==> config.mk <==
export PLATFORM = sky130hd
export DESIGN_NAME = demux8_deser
export DESIGN_NICKNAME = d
export VERILOG_FILES = /design/src/rtl/demux8_deser.sv
export SDC_FILE = /design/constraint.sdc
export NUM_CORES = 1
export LEC_CHECK = 0
export BUFFER_PORTS_ARGS = -buffer_cell sky130_fd_sc_hd__buf_2
export CAP_MARGIN = 15
export CORE_MARGIN = 5
export CORE_UTILIZATION = 57
export DETAILED_ROUTE_END_ITERATION = 7
export PLACE_DENSITY = 0.88
export SLEW_MARGIN = 20
export SYNTH_ARGS = -nofsm -noshare
export SYNTH_HDL_FRONTEND = slang
export SYNTH_SLANG_ARGS = --single-unit
==> constraint.sdc <==
create_clock -name clk -period 2.45 [get_ports clk]
set_input_delay 0.1225 -clock clk [delete_from_list [all_inputs] [get_ports clk]]
set_output_delay 0.1225 -clock clk [all_outputs]
set_load 0.03 [all_outputs]
==> src/rtl/demux8_deser.sv <==
// Serial-to-parallel 1:LANES demultiplexer with a one-entry
// valid/ready word buffer and frame realignment.
module demux8_deser #(
  parameter int LANES = 8,
  parameter int SEL_W = 3
) (
  input  logic             clk,
  input  logic             rst,
  input  logic             frame_start,
  input  logic             bit_in,
  input  logic             bit_valid,
  output logic             bit_ready,
  output logic [SEL_W-1:0] sel_o,
  output logic [LANES-1:0] word_o,
  output logic             word_valid,
  input  logic             word_ready,
  output logic             frame_err
);

  localparam logic [SEL_W-1:0] LAST = SEL_W'(LANES - 1);

  logic [SEL_W-1:0] sel_q, sel_d;
  logic [LANES-2:0] lanes_q, lanes_d;
  logic [LANES-1:0] word_q, word_d;
  logic             wvld_q, wvld_d;
  logic             ferr_q, ferr_d;
  logic             at_last, stall, beat, consume;

  always_comb begin
    at_last = (sel_q == LAST);
    stall   = at_last && wvld_q && !word_ready;
    // a new frame restarts at slot 0, so it never waits on the buffer
    bit_ready = frame_start || !stall;
    beat      = bit_valid && bit_ready;
    consume   = wvld_q && word_ready;
  end

  always_comb begin
    sel_d   = sel_q;
    lanes_d = lanes_q;
    word_d  = word_q;
    wvld_d  = wvld_q;
    ferr_d  = frame_start && (sel_q != '0);
    if (consume) wvld_d = 1'b0;
    if (frame_start) begin
      lanes_d = '0;
      sel_d   = '0;
      if (beat) begin
        lanes_d[0] = bit_in;
        sel_d      = SEL_W'(1);
      end
    end else if (beat) begin
      if (at_last) begin
        word_d  = {bit_in, lanes_q};
        wvld_d  = 1'b1;
        lanes_d = '0;
        sel_d   = '0;
      end else begin
        lanes_d[sel_q] = bit_in;
        sel_d          = sel_q + 1'b1;
      end
    end
  end

  always_ff @(posedge clk) begin
    if (rst) begin
      sel_q   <= '0;
      lanes_q <= '0;
      word_q  <= '0;
      wvld_q  <= 1'b0;
      ferr_q  <= 1'b0;
    end else begin
      sel_q   <= sel_d;
      lanes_q <= lanes_d;
      word_q  <= word_d;
      wvld_q  <= wvld_d;
      ferr_q  <= ferr_d;
    end
  end

  assign sel_o      = sel_q;
  assign word_o     = word_q;
  assign word_valid = wvld_q;
  assign frame_err  = ferr_q;

endmodule

* Word-level counts from Yosys, hierarchy flattened
Index checks and enable logic that the tools add are counted.
Cells by class: $add $sub $neg 1, $mul 0, div/mod/pow operators 0, magnitude comparators 2, equal/unequal tests 1, shifts and indexed selects 0, multiplexer cells 15, bitwise operators 1, reduce and logical (&&, ||, !) cells 13
Operator list (number):
- 2-to-1 mux 1 bit | 9
- 2-to-1 mux 3 bit | 3
- bitwise mux 7 bit | 1
- 2-to-1 mux 7 bit | 1
- logical AND 1 bit | 6
- < comparator 3 x 4 -> 1 bit, second input constant | 1
- adder 3 x 1 -> 3 bit, second input constant | 1
- demux 1 bit (select 3 bit) | 1
- == test 3 bit, second input constant | 1
- greater-or-equal comparator 3 x 1 -> 1 bit, second input constant | 1
- AND reduction 3 bit | 1
- nonzero test 3 bit | 1
- logical NOT 1 bit | 2
- nonzero test 2 bit | 1
- OR reduction 2 bit | 1
- logical OR 1 bit | 1
- NOT 1 bit | 1
Storage, ports and cells: bits in registers 20, bits in latches 0, RAM bits 0, ROM bits 0, memories 0

* Logic depth before layout (Yosys ltp)
Gate-level depths: netlist of the first run.
depth after elaboration 8, mapped depth 7, gate-level depth less buffers 6

* Least setup slack after synthesis of the first run
Ideal clock, no wire load.
path kind reg-to-reg, start reg sel_q[1] (netlist: sel_o[1]), end reg sel_q[0] (netlist: sel_o[0]), setup time 0.067 ns, arrival time 1.673 ns, data required time 2.383 ns, path slack 0.710 ns, stages on the path, launching flop included 7, path buffers 0, path through dfxtp_1 > ha_1 > ha_1 > and4bb_4 > inv_4 > a211o_1 > a21oi_2
Between the ends: word-level cells in the longest chain between the ends 8, elaborated cells on any way between the ends 11, classes of those cells eq/ne: 1; mux: 4; reduce/logical: 6
RTL lines:
- start, declared | RTL line 22 | logic [SEL_W-1:0] sel_q, sel_d;
- start signal, assigned | RTL line 73 | sel_q <= sel_d;
- == test 3 bit * | RTL line 30 | at_last = (sel_q == LAST);
- logical AND 1 bit * (2 in series) | RTL line 31 | stall = at_last && wvld_q && !word_ready;
- logical NOT 1 bit * | RTL line 33 | bit_ready = frame_start || !stall;
- logical OR 1 bit * | RTL line 33
- via bit_ready | RTL line 12 | output logic bit_ready,
- logical AND 1 bit * | RTL line 34 | beat = bit_valid && bit_ready;
- 2-to-1 mux 1 bit | RTL line 48 | if (beat) begin
- 2-to-1 mux 3 bit | RTL line 45 | if (frame_start) begin
The timed path passes the listed nets; every way through them passes the cells marked *. The select of a mux whose other input is x is not followed. A chain may end at the register's enable or synchronous reset.

* Worst setup path in the final report of the first run
start reg sel_q[0] (netlist: sel_o[0]), end out bit_ready
Between the ends: word-level cells in the longest chain between the ends 5
RTL lines (RTL line):
- == test 3 bit | 30
- logical AND 1 bit (2 in series) | 31
- logical NOT 1 bit | 33
- logical OR 1 bit | 33
- end, declared | 12
Every way passes these cells.

==> reports/metrics.yaml, run 1 <==
yosys:
  synth_edf_count: 0
  yosysTopAreaCell: "dfxtp_1"
  synth_top_family_by_area: "simple AND/OR/NAND/NOR gates"
  ys_ff_latch: 20
  synthSimpleGateAreaFrac: 0.2527
  synthTopCellsByArea: "dfxtp_1 (39%), a21oi_1 (5.4%), nand3_1 (5.4%), o21ai_0 (5.4%), ha_1 (3.7%)"
  synth_compound_area_frac: 0.2308
  async_flop_share: 0
  syn_inst: 115
  syn_nets: 124
  ys_warn_count: 0
  ys.flop_type: "dfxtp_1"
  synth_top_cell_area_share: 0.3907
  yosys.area_share.xor_xnor: 0
  syn_area_per_cell_um2: 8.911
  synthAdderAreaFrac: 0.03663
  netlist_area_um2: 1025
  ys_seq_area_frac: 0.3907
  synthDistinctLibCells: 35
  synth.area.mux_share: 0.02930
place:
  port_buffers: 19
  dp.cells: 150
  pre_cts_slack_ps: 397.0
  dpl_cell_area_um2: 1107
  place.gp.congestion: 0.9074
  hpwl_um: 1662
grt:
  grt_max_degree: 17
  antenna_found_initial: 0
  overflow: 0
  grt_usage: 0.1900
  first_global_vias: 880
  grt_pass1_wl_um: 3877
power:
  p_switching_uw: 143.5
  clkPwrFrac: 0.418
  pwr-share-comb: 0.071
  power_density_nw_per_um2: 565.4
  total_power_uw: 655.8
  leakage_uw: 0.0004621
  seqPwrFrac: 0.511
  power.internal_uw: 512.2
  swShare: 0.2189
  ir_drop_mv: 0.3195
sta:
  fin_crit_sh: 0.9245
  fin_setup_tns_ps: 0
  layout_setup_ws_ps: 184.9
  tightest_slew_ps: 513.7
  setup_violations: 0
  fmaxAchievable_ghz: 0.4415
  period_minus_slack_ps: 2265
  finalHoldViolations: 0
  fin_skew_ps: 5.285
  slew_headroom: 0.6563
  rsz0062_at_grt: "false"
  drv_slew: 0
critical_path:
  cp_max_fo: 13
  critPathRequiredTime_ps: 2330
  crit_type: "register to output port"
  reg2reg_depth: 6
  crit_arrival_ps: 2140
  r2r_start: "sel_o[0]"
  r2r-end: "sel_o[0]"
  cp-start-kind: "register"
  regToRegSetupSlack_ps: 310
  endpoint_kind: "output port"
die:
  die_w_um: 52.40
  initial_utilization: 0.5935
  core_area_um2: 1727
  core.rowCount: 15
  pin_count: 20
  fp.dieH_um: 52.40
  dieArea_um2: 2746
drt:
  vias: 953
  routedWlPerCell_um: 15.40
  firstDrtPassIters: 4
  ant_nets: 0
  routed_wl_um: 2371
  viasPerCell: 6.188
  drt_iter0_drc: 57
  drc_errors: 0
clock_tree:
  post_cts_buffers: 0
  worstSkewPairLatency_ps: 310
  numCtsBuffers: 3
  clk_pin_slew_ps: 120
  tritoncts: "built"
  cts_hold_buffers: 0
  cts.repair.resized: 0
  clock-sinks: 20
  h-tree-depth: 1
  clock_path_buffers: 2
  cts_root_buffer: "clkbuf_4"
worst_hold_path:
  min_path_cells: 3
  worstHoldPathType: "input pin to register"
  hp-start: "bit_in"
  holdPathEnd: "word_o[7]"
layout:
  multi_input_area_um2: 563.0
  fillers: 149
  seq_area_um2: 400.4
  fin_area_um2: 1160
  num_antenna_cells: 0
  drive_gt1_frac: 0.2248
  syn_to_final_growth_pct: 13.19
  fin_cells: 154
  nets: 139
run:
  drv_cap: 0
outcome:
  status: "finished clean"
## how the worst max path moves through the flow
stage	startpoint	endpoint	slack (ps)	cells past startpoint
floorplan	sel_o[1]	sel_o[0]	710	6
global placement	sel_o[0]	sel_o[0]	510	6
detailed placement	sel_o[0]	sel_o[0]	400	6
CTS	sel_o[0]	bit_ready	220	5
global route	sel_o[0]	bit_ready	70	5
finish	sel_o[0]	bit_ready	180	5
## flip-flops by register name (all words and copies together), names as in the netlist
register,count
lanes_q,7
frame_err,1
word_valid,1
sel_o,3
word_o,8
## final cells by class
cell class              count  area share
clock buffers               3     0.01942
inverters                   4     0.01510
multi-input cells          82      0.4854
flip-flops and latches     20      0.3452
clock inverters             1     0.02589
well taps                  25     0.02697
repair buffers             19     0.08199
## critical path: stages (launching register included)
cell and delay, ps:
dfxtp_1 610, ha_1 250, ha_1 370, and4bb_4 340, inv_4 70, buf_2 180
## synth_stat cells (all sizes together) (2+ instances only)
| cell | instances |
|---|---|
| o21a | 3 |
| nand2 | 3 |
| ha | 3 |
| and3b | 2 |
| nand3b | 4 |
| a21boi | 2 |
| dfxtp | 20 |
| nor3b | 4 |
| nor4b | 2 |
| nor2 | 3 |
| o21ai | 12 |
| inv | 4 |
| nand2b | 3 |
| a32o | 2 |
| mux2i | 3 |
| clkbuf | 6 |
| a21oi | 12 |
| buf | 3 |
| nor2b | 2 |
| o211ai | 2 |
| nand3 | 11 |
## per-layer routing
| metal | share of wire | GRT usage | vias to the layer above |
|---|---|---|---|
| li1 | - | - | 446 |
| met1 | 0.41 | 0.2273 | 446 |
| met2 | 0.49 | 0.3202 | 54 |
| met3 | 0.080 | 0.02564 | 7 |
| met4 | 0.021 | 0.1106 | 0 |
| met5 | 0 | 0 | - |
## power groups by stage
stage / registers, µW / logic (µW) / clock network (µW)
2_1_floorplan: 342 / 32.5 / 0
3_3_place_gp: 341 / 44.7 / 0
3_5_place_dp: 342 / 45.6 / 0
4_1_cts: 335 / 46.0 / 277
5_1_grt: 336 / 50.7 / 292
6_report: 335 / 46.6 / 274
## per-stage QoR
stage | hold slack, ps | util
finish | 90.03 | 0.6717
CTS | 85.20 | 0.6717
floorplan | 198.6 | -
global route | 96.39 | 0.6717
global placement | 426.2 | 0.6413
detailed placement | 426.0 | 0.6413
## placed cells by master (no fill, tap or decap), types with 3 or more instances in the layout
| master | Yosys | final |
|---|---|---|
| nand3_1 | 11 | 11 |
| ha_1 | 3 | 3 |
| nor3b_1 | 4 | 4 |
| a21oi_1 | 11 | 11 |
| clkbuf_4 | 0 | 3 |
| dfxtp_1 | 20 | 20 |
| buf_2 | 2 | 19 |
| mux2i_1 | 3 | 3 |
| o21a_1 | 3 | 3 |
| nand2_1 | 3 | 3 |
| inv_1 | 3 | 3 |
| o21ai_0 | 11 | 11 |
| nand2b_1 | 3 | 3 |
| nor2_1 | 3 | 3 |
| nand3b_1 | 4 | 4 |
## cells by family after synthesis
group	count (synthesis)
muxes	3
DFF	20
and+or+nand+nor	39
adders and majority gates	3
AOI/OAI and AO/OA	37
buffers and inverters	13
No activity file was read; power rests on OpenSTA's default activity.
==> run 2: changes to the inputs <==
--- a/config.mk
+++ b/config.mk
@@ -8,9 +8,9 @@
 export BUFFER_PORTS_ARGS = -buffer_cell sky130_fd_sc_hd__buf_2
 export CAP_MARGIN = 15
 export CORE_MARGIN = 5
-export CORE_UTILIZATION = 57
+export CORE_UTILIZATION = 53
 export DETAILED_ROUTE_END_ITERATION = 7
-export PLACE_DENSITY = 0.88
+export PLACE_DENSITY = 0.83
 export SLEW_MARGIN = 20
 export SYNTH_ARGS = -nofsm -noshare
 export SYNTH_HDL_FRONTEND = slang
==> constraint.sdc (replaced) <==
create_clock -name clk -period 2.25 [get_ports clk]
set_input_delay 0.1125 -clock clk [delete_from_list [all_inputs] [get_ports clk]]
set_output_delay 0.1125 -clock clk [all_outputs]
set_load 0.03 [all_outputs]
==> reports/metrics.yaml, run 2 (synthesized netlist as in run 1, its figures left out) <==
outcome:
  status: "finished clean"
power:
  power_density_nw_per_um2: 610.3  # +7.9%
  leakage_uw: 0.0004727  # +2.3%
  ir_drop_mv: 0.2909  # -8.9%
sta:
  fin_crit_sh: 0.8993
  tightest_slew_ps: 459.5  # -54.22 ps
  finalHoldViolations: 0  # unchanged
  period_minus_slack_ps: 2023
  drv_slew: 0  # unchanged
  rsz0062_at_grt: "false"
  setup_violations: 0  # unchanged
  fmaxAchievable_ghz: 0.4942
  fin_skew_ps: 4.445  # -0.8408 ps
  fin_setup_tns_ps: 0  # unchanged
  slew_headroom: 0.6925  # +0.03628
layout:
  drive_gt1_frac: 0.2366  # +0.01184
  syn_to_final_growth_pct: 14.90
  largest_register_ffs: 8  # unchanged
  final_util: 0.6191  # -0.05266
  final_cell_mix: "dfxtp_1 (20), buf_2 (19), nand3_1 (11), o21ai_0 (11), a21oi_1 (11)"
  nets: 141  # +1.4%
  layout_commonest_cell: "dfxtp_1"
  num_antenna_cells: 0  # unchanged
critical_path:
  crit_arrival_ps: 1910  # -230 ps
  cp_max_fo: 13  # unchanged
  cp-start-kind: "register"
  critPathRequiredTime_ps: 2140  # -190 ps
  crit_type: "register to output port"
  endpoint_kind: "output port"
clock_tree:
  clock_path_buffers: 2  # unchanged
  worstSkewPairLatency_ps: 310  # about the same
  h-tree-depth: 1  # unchanged
  post_cts_buffers: 0  # unchanged
  cts_root_buffer: "clkbuf_4"
  clk_pin_slew_ps: 120  # about the same
  clock-sinks: 20  # unchanged
  tritoncts: "built"
  numCtsBuffers: 3  # unchanged
  cts.repair.resized: 0  # unchanged
  cts_hold_buffers: 0  # unchanged
grt:
  overflow: 0  # unchanged
  grt_usage: 0.1977  # +0.007684
  grt_pass1_wl_um: 4146  # +6.9%
  grt_max_degree: 17  # unchanged
  first_global_vias: 918  # +4.3%
  antenna_found_initial: 0  # unchanged
die:
  die_w_um: 53.97  # +3.0%
  initial_utilization: 0.5388  # -0.05466
  pin_count: 20  # unchanged
  core.rowCount: 16  # +1
  core_area_um2: 1902  # +10%
  fp.dieH_um: 53.97  # +3.0%
  dieArea_um2: 2913  # +6.1%
drt:
  viasPerCell: 6.070  # -1.9%
  firstDrtPassIters: 4  # unchanged
  drt_iter0_drc: 34  # -40%
  ant_nets: 0  # unchanged
  drc_errors: 0  # unchanged
  routed_wl_um: 2485  # +4.8%
  routedWlPerCell_um: 15.73  # +2.2%
  vias: 959  # +0.63%
run:
  drv_cap: 0  # unchanged
place:
  hpwl_um: 1780  # +7.1%
  place.gp.congestion: 0.9080  # about the same
  port_buffers: 19  # unchanged
worst_hold_path:
  worstHoldPathType: "input pin to register"
-- run 2: cell types whose count changed in the layout (fill, tap and decap cells not counted) --
cell   before  now
buf_4       0    2
-- run 2: critical path, cell delays in order (launching register included) --
cell and delay, ps:
dfxtp_1 560, ha_1 440, and4bb_4 350, inv_4 70, buf_2 180
-- run 2: routing by layer --
layer | GRT usage | part of all wire | up-vias
li1 | - | - | 456
met1 | 0.2270 | 0.40 | 454
met2 | 0.3448 | 0.52 | 44
met3 | 0.03324 | 0.068 | 5
met4 | 0.1079 | 0.014 | 0
met5 | 0 | 0 | -
-- run 2: through the flow --
stage	instance area (µm²)	instances	worst slack, ps	power, µW	hold slack (ps)
floorplan	1025	115	509.9	408.3	188.6
CTS	1177	158	255.9	717.7	85.36
global route	1177	158	98.12	742.1	80.24
detailed placement	1125	154	425.6	425.3	418.3
global placement	1125	154	500.4	423.1	413.0
finish	1177	158	226.6	718.5	86.22
-- run 2: where the power goes --
| part | total, µW | switching [µW] | internal, µW | leakage, µW |
|---|---|---|---|---|
| registers | 360 | 2.07 | 358 | 0.000162 |
| clock network | 299 | 119 | 180 | 0.0000279 |
| logic | 59.2 | 37.5 | 21.7 | 0.000283 |
-- run 2: area by class of cell --
type | instances | area, µm²
sequential | 20 | 400.4
clock buffer | 3 | 22.52
clock inverter | 1 | 30.03
inverter | 4 | 17.52
timing repair buffer | 21 | 110.1
multi-input combinational | 82 | 563.0
tap | 27 | 33.78
fill | 158 | 724.4
-- run 2: final timing paths --
kind,from,endpoint,slack (ps),cells past startpoint
worst max-delay path,sel_o[2],bit_ready,230,4
worst min-delay path,bit_in,word_o[7],90,3
worst max register to register,sel_o[2],sel_o[0],350,5
worst min register to register,word_o[3],word_o[3],480,2
